--- src/rtl/spi_dcs_master_if.sv ---
// Host and SPI signal bundle for spi_dcs_master.
//   master modport : the controller's view (host request in, SPI pins out, m_miso in)
//   slave modport  : the host / SPI-slave view (drives req/wr/addr/wdata and m_miso)
// Host side : req, wr, addr[7:0], wdata[15:0] -> ready, done, rdata[15:0], err
// SPI side  : m_scl, m_mosi, m_cs_addr, m_cs_data out; m_miso in
interface spi_dcs_master_if;
    logic        req;
    logic        wr;
    logic [7:0]  addr;
    logic [15:0] wdata;
    logic        ready;
    logic        done;
    logic [15:0] rdata;
    logic        err;
    logic        m_scl;
    logic        m_mosi;
    logic        m_miso;
    logic        m_cs_addr;
    logic        m_cs_data;

    modport master (
        input  req, wr, addr, wdata, m_miso,
        output ready, done, rdata, err, m_scl, m_mosi, m_cs_addr, m_cs_data
    );

    modport slave (
        output req, wr, addr, wdata, m_miso,
        input  ready, done, rdata, err, m_scl, m_mosi, m_cs_addr, m_cs_data
    );
endinterface

--- src/rtl/spi_dcs_master.sv ---
// SPI master with two chip selects: an 8-bit address phase under m_cs_addr, then a
// 16-bit data phase under m_cs_data. Writes send wdata; reads send zeros and capture
// m_miso into rdata. A full transaction takes 53*CLK_DIV clk cycles.
// Ports:
//   clk   : system clock, all logic on posedge
//   rst_n : asynchronous active-low reset, aborts any transaction
//   bus   : spi_dcs_master_if.master (host handshake plus SPI pins)
// Parameter CLK_DIV : SCL half-period in clk cycles (2..255).
// Optional macro SPI_DCS_M_ERR_EN : reject requests whose wr bit disagrees with the
// address window (addr[7]=1 is the read window) and pulse err instead of executing.
module spi_dcs_master #(
    parameter int unsigned CLK_DIV = 4
) (
    input  logic              clk,
    input  logic              rst_n,
    spi_dcs_master_if.master  bus
);

    typedef enum logic [2:0] {
        StIdle, StASetup, StAShift, StAHold, StGap, StDSetup, StDShift, StDHold
    } state_e;

    localparam logic [8:0] HalfM1 = 9'(CLK_DIV - 1);
    localparam logic [8:0] FullM1 = 9'(2 * CLK_DIV - 1);
    localparam logic [8:0] Half   = 9'(CLK_DIV);

    state_e      state_q, state_d;
    logic [8:0]  cnt_q, cnt_d;     // cycle count within a state, or within one bit
    logic [3:0]  bit_q, bit_d;
    logic [15:0] sh_q, sh_d;       // outgoing bits, MSB on the wire
    logic [15:0] rx_q, rx_d;
    logic        wr_q, wr_d;
    logic [15:0] wdata_q, wdata_d;
    logic [15:0] rdata_q, rdata_d;
    logic        done_q, done_d;
`ifdef SPI_DCS_M_ERR_EN
    logic        err_q, err_d;
`endif

    logic shifting;
    logic half_end;
    logic bit_end;

    assign shifting = (state_q == StAShift) || (state_q == StDShift);
    assign half_end = (cnt_q == HalfM1);
    assign bit_end  = (cnt_q == FullM1);

    always_ff @(posedge clk or negedge rst_n) begin
        if (!rst_n) begin
            state_q <= StIdle;
            cnt_q   <= '0;
            bit_q   <= '0;
            sh_q    <= '0;
            rx_q    <= '0;
            wr_q    <= 1'b0;
            wdata_q <= '0;
            rdata_q <= '0;
            done_q  <= 1'b0;
`ifdef SPI_DCS_M_ERR_EN
            err_q   <= 1'b0;
`endif
        end else begin
            state_q <= state_d;
            cnt_q   <= cnt_d;
            bit_q   <= bit_d;
            sh_q    <= sh_d;
            rx_q    <= rx_d;
            wr_q    <= wr_d;
            wdata_q <= wdata_d;
            rdata_q <= rdata_d;
            done_q  <= done_d;
`ifdef SPI_DCS_M_ERR_EN
            err_q   <= err_d;
`endif
        end
    end

    always_comb begin
        state_d = state_q;
        cnt_d   = cnt_q + 9'd1;
        bit_d   = bit_q;
        sh_d    = sh_q;
        rx_d    = rx_q;
        wr_d    = wr_q;
        wdata_d = wdata_q;
        rdata_d = rdata_q;
        done_d  = 1'b0;
`ifdef SPI_DCS_M_ERR_EN
        err_d   = 1'b0;
`endif
        unique case (state_q)
            StIdle: begin
                cnt_d = '0;
                if (bus.req) begin
`ifdef SPI_DCS_M_ERR_EN
                    // Write into the read window or read from the write window.
                    if (bus.wr == bus.addr[7]) begin
                        err_d = 1'b1;
                    end else
`endif
                    begin
                        state_d = StASetup;
                        wr_d    = bus.wr;
                        wdata_d = bus.wdata;
                        sh_d    = {bus.addr, 8'h00};
                    end
                end
            end
            StASetup: if (half_end) begin
                state_d = StAShift;
                cnt_d   = '0;
                bit_d   = '0;
            end
            StAShift: if (bit_end) begin
                cnt_d = '0;
                sh_d  = {sh_q[14:0], 1'b0};
                bit_d = bit_q + 4'd1;
                if (bit_q == 4'd7) state_d = StAHold;
            end
            StAHold: if (half_end) begin
                state_d = StGap;
                cnt_d   = '0;
            end
            StGap: if (half_end) begin
                state_d = StDSetup;
                cnt_d   = '0;
                sh_d    = wr_q ? wdata_q : 16'h0000;
            end
            StDSetup: if (half_end) begin
                state_d = StDShift;
                cnt_d   = '0;
                bit_d   = '0;
            end
            StDShift: begin
                // This edge is the one that raises m_scl.
                if (half_end && !wr_q) rx_d = {rx_q[14:0], bus.m_miso};
                if (bit_end) begin
                    cnt_d = '0;
                    sh_d  = {sh_q[14:0], 1'b0};
                    bit_d = bit_q + 4'd1;
                    if (bit_q == 4'd15) state_d = StDHold;
                end
            end
            StDHold: if (half_end) begin
                state_d = StIdle;
                cnt_d   = '0;
                done_d  = 1'b1;
                if (!wr_q) rdata_d = rx_q;
            end
            default: state_d = StIdle;
        endcase
    end

    assign bus.ready     = (state_q == StIdle);
    assign bus.done      = done_q;
    assign bus.rdata     = rdata_q;
    assign bus.m_cs_addr = !((state_q == StASetup) || (state_q == StAShift) ||
                             (state_q == StAHold));
    assign bus.m_cs_data = !((state_q == StDSetup) || (state_q == StDShift) ||
                             (state_q == StDHold));
    assign bus.m_scl     = shifting && (cnt_q >= Half);
    assign bus.m_mosi    = shifting && sh_q[15];
`ifdef SPI_DCS_M_ERR_EN
    assign bus.err       = err_q;
`else
    assign bus.err       = 1'b0;
`endif

endmodule

--- src/flat_wrapper.sv ---
// flat-port wrapper written by rule: the top's interface ports become plain ports
module spi_dcs_master_flat 
#(
    parameter int unsigned CLK_DIV = 4
)
  (clk, rst_n, bus_req, bus_wr, bus_addr, bus_wdata, bus_m_miso, bus_ready, bus_done, bus_rdata, bus_err, bus_m_scl, bus_m_mosi, bus_m_cs_addr, bus_m_cs_data);
  spi_dcs_master_if bus_i ();
  input  logic clk;
  input  logic rst_n;
  input wire logic [$bits(bus_i.req)-1:0] bus_req;
  input wire logic [$bits(bus_i.wr)-1:0] bus_wr;
  input wire logic [$bits(bus_i.addr)-1:0] bus_addr;
  input wire logic [$bits(bus_i.wdata)-1:0] bus_wdata;
  input wire logic [$bits(bus_i.m_miso)-1:0] bus_m_miso;
  output wire logic [$bits(bus_i.ready)-1:0] bus_ready;
  output wire logic [$bits(bus_i.done)-1:0] bus_done;
  output wire logic [$bits(bus_i.rdata)-1:0] bus_rdata;
  output wire logic [$bits(bus_i.err)-1:0] bus_err;
  output wire logic [$bits(bus_i.m_scl)-1:0] bus_m_scl;
  output wire logic [$bits(bus_i.m_mosi)-1:0] bus_m_mosi;
  output wire logic [$bits(bus_i.m_cs_addr)-1:0] bus_m_cs_addr;
  output wire logic [$bits(bus_i.m_cs_data)-1:0] bus_m_cs_data;
  assign bus_i.req = bus_req;
  assign bus_i.wr = bus_wr;
  assign bus_i.addr = bus_addr;
  assign bus_i.wdata = bus_wdata;
  assign bus_i.m_miso = bus_m_miso;
  assign bus_ready = bus_i.ready;
  assign bus_done = bus_i.done;
  assign bus_rdata = bus_i.rdata;
  assign bus_err = bus_i.err;
  assign bus_m_scl = bus_i.m_scl;
  assign bus_m_mosi = bus_i.m_mosi;
  assign bus_m_cs_addr = bus_i.m_cs_addr;
  assign bus_m_cs_data = bus_i.m_cs_data;
  spi_dcs_master #(.CLK_DIV(CLK_DIV)) u_core (.clk(clk), .rst_n(rst_n), .bus(bus_i));
endmodule
--- config.mk ---
export PLATFORM = sky130hd
export DESIGN_NAME = spi_dcs_master_flat
export DESIGN_NICKNAME = d
export VERILOG_FILES = /design/src/rtl/spi_dcs_master_if.sv /design/src/rtl/spi_dcs_master.sv /design/src/flat_wrapper.sv
export SDC_FILE = /design/constraint.sdc
export NUM_CORES = 1
export LEC_CHECK = 0
export CAP_MARGIN = 30
export CORE_ASPECT_RATIO = 2
export CORE_MARGIN = 2
export CORE_UTILIZATION = 59
export DETAILED_ROUTE_END_ITERATION = 8
export PLACE_DENSITY = 0.82
export SYNTH_ARGS = -nofsm -noshare
export SYNTH_HDL_FRONTEND = slang
export SYNTH_SLANG_ARGS = --single-unit
--- constraint.sdc ---
create_clock -name clk -period 2.95 [get_ports clk]
set_input_delay 0.295 -clock clk [delete_from_list [all_inputs] [get_ports clk]]
set_output_delay 0.295 -clock clk [all_outputs]
set_load 0.03 [all_outputs]
==> metrics.md, run 1 <==
| Metric | Value |
|---|---|
| Status | completed |
| Worst Path Required | 2.65 ns |
| Setup TNS Final | 0 ns |
| Vias | 2452 |
| Num ports | 52 |
| Gpl congestion | 0.924 |
| Die width | 61.1 µm |
| Most frequent CP cell | inv_1 |
| EDFF count, synth | 0 |
| Die ar. | 7210 µm² |
| Clock tree from TritonCTS | done |
| Number of clock sinks | 82 |
| CP cell instances | inv_1 -> ha_1 -> inv_1 -> a31oi_1 -> clkdlybuf4s50_1 |
| Total Wirelength | 7290 µm |
| Critical Path Fanout Max | 8 |
| Type of the worst setup path | flop to output port |
| Clock root buffer | clkbuf_16 |
| Yosys warnings | 0 |
| Vias in the first global route | 2583 |
| Top cells by area, synth | dfrtp_1, mux2_2, mux2_4, ha_1, mux2i_1 |
| Worst slew margin | 47.3% |
| Tmin final | 2.67 ns |
| Total power | 3.74 mW |
| Post-CTS setup buffer count | 0 |
| Unrepaired setup endpoints after global routing | false |
| Synth Cell Area | 3840 µm² |
| CP peak stage delay | 0.70 ns |
| Final Hold Slack | 0.471 ns |
| Clock transition at path regs | 0.06 ns |
| Clk_skew | 0.00577 ns |
| Antenna cells | 0 |
| Clock buffer depth | 2 |
| Core area | 6310 µm² |
| Post-route ant nets | 0 |
| Max Slew Vio Count | 0 |
| Global-route wire length before repair | 12300 µm |
| Average cell area after synthesis | 13.2 µm² |
| Peak supply drop | 0.626 mV |
| Post-synth top cells | dfrtp_1, mux2_2, mux2_4 |
| Worst slew pin tran | 0.790 ns |
| Remaining Overflow, GRT | 0 |
| Synth top area share | 53.4% |
| Worst path slowest cell | clkdlybuf4s50_1 |
| IO buf count | 50 |
| End-of-flow core utilization | 74.9% |
| Initial core utilization | 60.9% |
| Vias per cell | 5.64 |
| DRC Markers | 0 |
| Max-cap violations | 0 |
| FF+latch count, synth | 82 |
| Final-stage net count | 382 |
| Synthesized net count | 329 |
| Synth async-reset ratio | 100% |
| Chip Height | 118 µm |
| Area growth syn-to-layout | 23.0% |
| Gate Count Post-Synth | 291 |
| Main synth FF type | dfrtp_1 |
| Worst EP arrival | 2.38 ns |
| Initial antenna violation count | 0 |
| Per-cell routed wire length | 16.8 µm |
| Lkg Pwr | 2.26 nW |
| Worst hold path type | input port to asynchronous set/reset pin |
| Number of core rows | 41 |
| Layout cells sized above 1 | 24.4% |
| F_max | 374 MHz |
| Final setup viols | 0 |
| Worst skew pair latency | 0.34 ns |
| DR iter-0 viols | 138 |
| Total global-route track usage | 22.9% |
| Pin count of the biggest net entering global routing | 44 |
| Crit start category | flop |
| Synth area leader | dfrtp_1 |
| PD cells | 791 nW/µm² |
| Endpoints failing hold | 0 |
| Count of unique library cells instantiated by Yosys | 48 |
| Sequential-to-total area share from yosys stat | 53.4% |
| Drt pass-1 iters | 4 |
| DP HPWL | 5070 µm |
| Count leader, synth | dfrtp_1 |
| Crit end category | output port |
| Fillers | 430 |
| H-tree Lvls | 3 |
| TritonCTS buffer count | 9 |
| Final worst-path cycle share | 90.7% |
cell families after synthesis:
family	after synthesis	share of synthesized area, %
multiplexers	66	21.0
AO/OA/AOI/OAI	34	7.26
buffers and inverters	31	4.14
flip-flops	82	53.4
XOR/XNOR	8	1.82
other	1	0.0976
AND/OR/NAND/NOR	60	9.35
adder cells (fa/ha/maj)	9	2.93
worst paths after layout:
check                      depth (start not counted)  slack [ns]               to               from
hold / removal                                     2        0.47  u_core.cnt_q[6]              rst_n
max in group asynchronous                          3        1.89   u_core.sh_q[4]              rst_n
setup reg to reg                                   5        0.45  u_core.rx_q[10]    u_core.cnt_q[0]
setup / recovery                                   5        0.28        bus_m_scl  u_core.state_q[0]
hold reg to reg                                    1        0.48  u_core.cnt_q[0]    u_core.cnt_q[0]
min in group clk                                   1        0.48  u_core.cnt_q[0]    u_core.cnt_q[0]
layout make-up:
type / instances / area (µm²) / share of cell area, %
Multi-Input combinational cell: 178 / 1630 / 34.5
Clock buffer: 12 / 267 / 5.64
Clock inverter: 4 / 48.8 / 1.03
Inverter: 18 / 67.6 / 1.43
Timing Repair Buffer: 55 / 551 / 11.7
Sequential cell: 82 / 2050 / 43.4
Tap cell: 86 / 108 / 2.28
worst max-delay path: cells and delay by family (launching register included):
kind | cells | cell delay (ns)
buffers and inverters | 3 | 1.03
DFF | 1 | 0.45
adders and majority gates | 1 | 0.36
AOI/OAI and AO/OA | 1 | 0.20
stage by stage:
stage | worst slack, ns | area, µm² | std cells
after floorplan | 0.691 | 3840 | 291
after global placement | 0.651 | 4380 | 417
after detailed placement | 0.574 | 4400 | 418
after CTS | 0.284 | 4720 | 435
after global routing | 0.182 | 4720 | 435
final | 0.275 | 4720 | 435
registers in the layout, indices dropped and copies added, names as in the netlist:
name              cells
u_core.bus.rdata     16
u_core.bus.done       1
u_core.sh_q          16
u_core.bit_q          4
u_core.cnt_q          9
u_core.wdata_q       16
u_core.state_q        3
u_core.rx_q          16
u_core.wr_q           1
cells in the final DEF, fill, tap and decap left out, types with 4 or more instances in the layout:
cell              n
a222oi_1          8
a22o_1            6
buf_4             4
clkbuf_16         9
clkdlybuf4s50_1  49
dfrtp_1          82
ha_1              9
inv_1            18
mux2_2           37
mux2_4           20
mux2i_1           9
nand2_1          12
nand2b_1          4
nand3_1           6
nor2_1           17
o21ai_0           4
xnor2_1           5
metal layers:
layer	global-route usage (%)	part of all wire, %
met1	27.4	39
met2	37.4	56
met3	5.69	2.9
met4	10.3	2.3
met5	0	0
where the power goes:
| group | internal [mW] | leakage [nW] | total (mW) | switching [mW] |
|---|---|---|---|---|
| registers | 1.36 | 1.09 | 1.53 | 0.175 |
| clock network | 0.722 | 0.159 | 1.15 | 0.423 |
| logic | 0.496 | 1.02 | 1.06 | 0.564 |
| total | 2.58 | 2.26 | 3.74 | 1.16 |
what timing repair did:
action	in CTS	in global routing
endpoints found under the hold margin	39	0
setup endpoints to repair	0	0
hold buffers	1	0
resized for setup	0	0
Note: power is estimated with default switching activity, not from simulation.
==> run 2, diff against run 1 <==
Settings changed: CORE_ASPECT_RATIO 2 to 0.8.
==> run 2 against run 1 <==
  * Sequential power hardly changed
  * Non-clock buffer count stayed put
  * Register-to-register slack hardly changed
  * Combinational power hardly changed
  * Via count is 0.69% lower
  * First-iteration DRC count is 49% higher
  * Power is 13% lower
  * Largest cell class unchanged
==> metrics.md, run 2 (synthesis gave the netlist of run 1 again) <==
| Metric | Value |
|---|---|
| Status | completed |
| Total Wirelength | 6930 µm (-5.0%) |
| Clock buffer depth | 2 (unchanged) |
| Fin cells | 431 (-0.92%) |
| Worst path slowest cell | clkdlybuf4s50_1 |
| Sw frac | 33.6% (+2.5 points) |
| Clock tree from TritonCTS | done |
| Peak supply drop | 0.418 mV (-33%) |
| Crit end category | output port |
| Worst hold path type | input port to asynchronous set/reset pin |
| Clock power share | 20.5% (-10 points) |
| Comb pwr share | 32.3% (+3.9 points) |
| H-tree Lvls | 3 (unchanged) |
| Setup TNS Final | 0 ns (unchanged) |
| Initial antenna violation count | 0 (unchanged) |
| Vias in the first global route | 2452 (-5.1%) |
| Vias | 2435 (-0.69%) |
| Most frequent CP cell | inv_1 |
| Worst skew pair latency | 0.35 ns (about the same) |
| CP peak stage delay | 0.70 ns (about the same) |
| IO buf count | 50 (unchanged) |
| CP cell instances | inv_1 -> ha_1 -> inv_1 -> a31oi_1 -> clkdlybuf4s50_1 |
| Vias per cell | 5.65 (+0.23%) |
| Die ar. | 7180 µm² (-0.49%) |
| DP Worst Slack | 0.516 ns (-0.0583 ns) |
| Worst slew margin | 49.4% (+2.1 points) |
| WP buf/inv | 3 (unchanged) |
| Cell-internal power | 2.15 mW (-17%) |
| Core area | 6340 µm² (+0.54%) |
| Gpl congestion | 0.828 (-10%) |
| PD cells | 708 nW/µm² (-10%) |
| Pin count of the biggest net entering global routing | 48 (+9.1%) |
| Final setup viols | 0 (unchanged) |
| Worst EP arrival | 2.33 ns (-0.05 ns) |
| Chip Height | 76.2 µm (-36%) |
| Tmin final | 2.62 ns (-0.0537 ns) |
| Endpoints failing hold | 0 (unchanged) |
| DR iter-0 viols | 206 (+49%) |
| Total global-route track usage | 21.5% (-1.5 points) |
| Clk_skew | 0.00594 ns (+0.000175 ns) |
| Layout cells sized above 1 | 23.3% (-1.0 points) |
| TritonCTS buffer count | 9 (unchanged) |
| DP HPWL | 4710 µm (-7.1%) |
| # resized after CTS | 0 (unchanged) |
| Remaining Overflow, GRT | 0 (unchanged) |
| Clock root buffer | clkbuf_8 |
| Crit path max-delay family | buffers and inverters |
| Max-cap violations | 0 (unchanged) |
| Initial core utilization | 60.6% (-0.32 points) |
| Reg power frac | 47.2% (+6.2 points) |
| Slack of the critical path | 0.329 ns (+0.0537 ns) |
| Num ports | 52 (unchanged) |
| Final worst-path cycle share | 88.8% (-1.8 points) |
| End-of-flow core utilization | 72.0% (-2.9 points) |
| Number of core rows | 26 (-37%) |
| Number of clock sinks | 82 (unchanged) |
| Net switching power | 1.09 mW (-6.5%) |
| Commonest non-fill, non-tap cell in the layout | dfrtp_1 |
| Most frequent cells in the layout | dfrtp_1, clkdlybuf4s50_1, mux2_2 |
| Worst Path Required | 2.65 ns (about the same) |
| Worst slew pin tran | 0.757 ns (-0.0334 ns) |
| Die width | 94.2 µm (+54%) |
| Max Slew Vio Count | 0 (unchanged) |
| F_max | 382 MHz (+2.0%) |
| Drt pass-1 iters | 4 (unchanged) |
| DRC Markers | 0 (unchanged) |
| Unrepaired setup endpoints after global routing | false |
| Placed cells | 416 (-0.48%) |
| Clock transition at path regs | 0.07 ns (about the same) |
| Area growth syn-to-layout | 18.8% |
| Antenna cells | 0 (unchanged) |
| Critical Path Fanout Max | 10 (+2) |
| Per-cell routed wire length | 16.1 µm (-4.1%) |
| Final-stage net count | 382 (unchanged) |
| Type of the worst setup path | flop to output port |
| Global-route wire length before repair | 11900 µm (-3.5%) |
| Crit start category | flop |
| Lkg Pwr | 2.19 nW (-3.4%) |
| Post-route ant nets | 0 (unchanged) |
## run 2: changes by cell type in the layout (fill, tap and decap cells not counted)
cell       before  now
clkbuf_16       9    0
clkbuf_8        3    9
buf_12          1    0
clkbuf_1        0    2
bufinv_16       1    0
buf_16          0    1
## run 2: final cells by class
cell class,count,area [µm²]
multi-input combinational,178,1630
tap,84,105
clock buffer,11,131
sequential,82,2050
clock inverter,3,18.8
fill,461,1780
timing repair buffer,55,558
inverter,18,67.6
## run 2: path summary, 6_finish.rpt
check,slack (ns),startpoint,cells past startpoint,end
max in group asynchronous,1.92,rst_n,3,u_core.wdata_q[5]
max reg2reg,0.46,u_core.cnt_q[0],5,u_core.bus.rdata[7]
min in group clk,0.49,u_core.cnt_q[0],1,u_core.cnt_q[0]
max,0.33,u_core.state_q[0],5,bus_m_scl
min,0.44,rst_n,2,u_core.cnt_q[7]
min reg2reg,0.49,u_core.cnt_q[0],1,u_core.cnt_q[0]
## run 2: worst register-to-register path: stages (launching register included)
cell and delay, ns:
dfrtp_1 0.39, ha_1 0.31, nor4b_2 0.41, and2_1 0.42, nand4b_4 0.42, mux2_4 0.43
## run 2: through the flow
stage	power [mW]	hold slack [ns]	area (µm²)
3_5_place_dp	2.58	0.284	4400
5_1_grt	3.44	0.472	4560
3_3_place_gp	2.53	0.469	4380
6_report	3.23	0.444	4560
4_1_cts	3.26	0.447	4560
2_1_floorplan	2.28	-0.000591	3840
## run 2: what timing repair did
action	in CTS	in global routing
hold buffers	1	0
hold endpoints to repair	35	0
buffers inserted	0	0
## run 2: metal layers
layer | up-vias | global-route usage [%] | routed length [µm]
li1 | 1145 | - | -
met1 | 1203 | 28.5 | 3060
met2 | 75 | 33.8 | 3440
met3 | 12 | 6.82 | 316
met4 | 0 | 6.96 | 114
met5 | - | 0 | 0
## run 2: power groups by stage
stage / Sequential, mW / Clock (mW) / Combinational, mW
2_1_floorplan: 1.49 / 0 / 0.794
3_3_place_gp: 1.53 / 0 / 0.995
3_5_place_dp: 1.54 / 0 / 1.04
4_1_cts: 1.52 / 0.692 / 1.04
5_1_grt: 1.56 / 0.734 / 1.15
6_report: 1.52 / 0.664 / 1.04
==> run 3, diff against run 2 <==
Settings changed: CAP_MARGIN 30 to 40.
==> results of run 3 <==
Same layout as run 2: the final DEF is identical, and so are final timing and power.
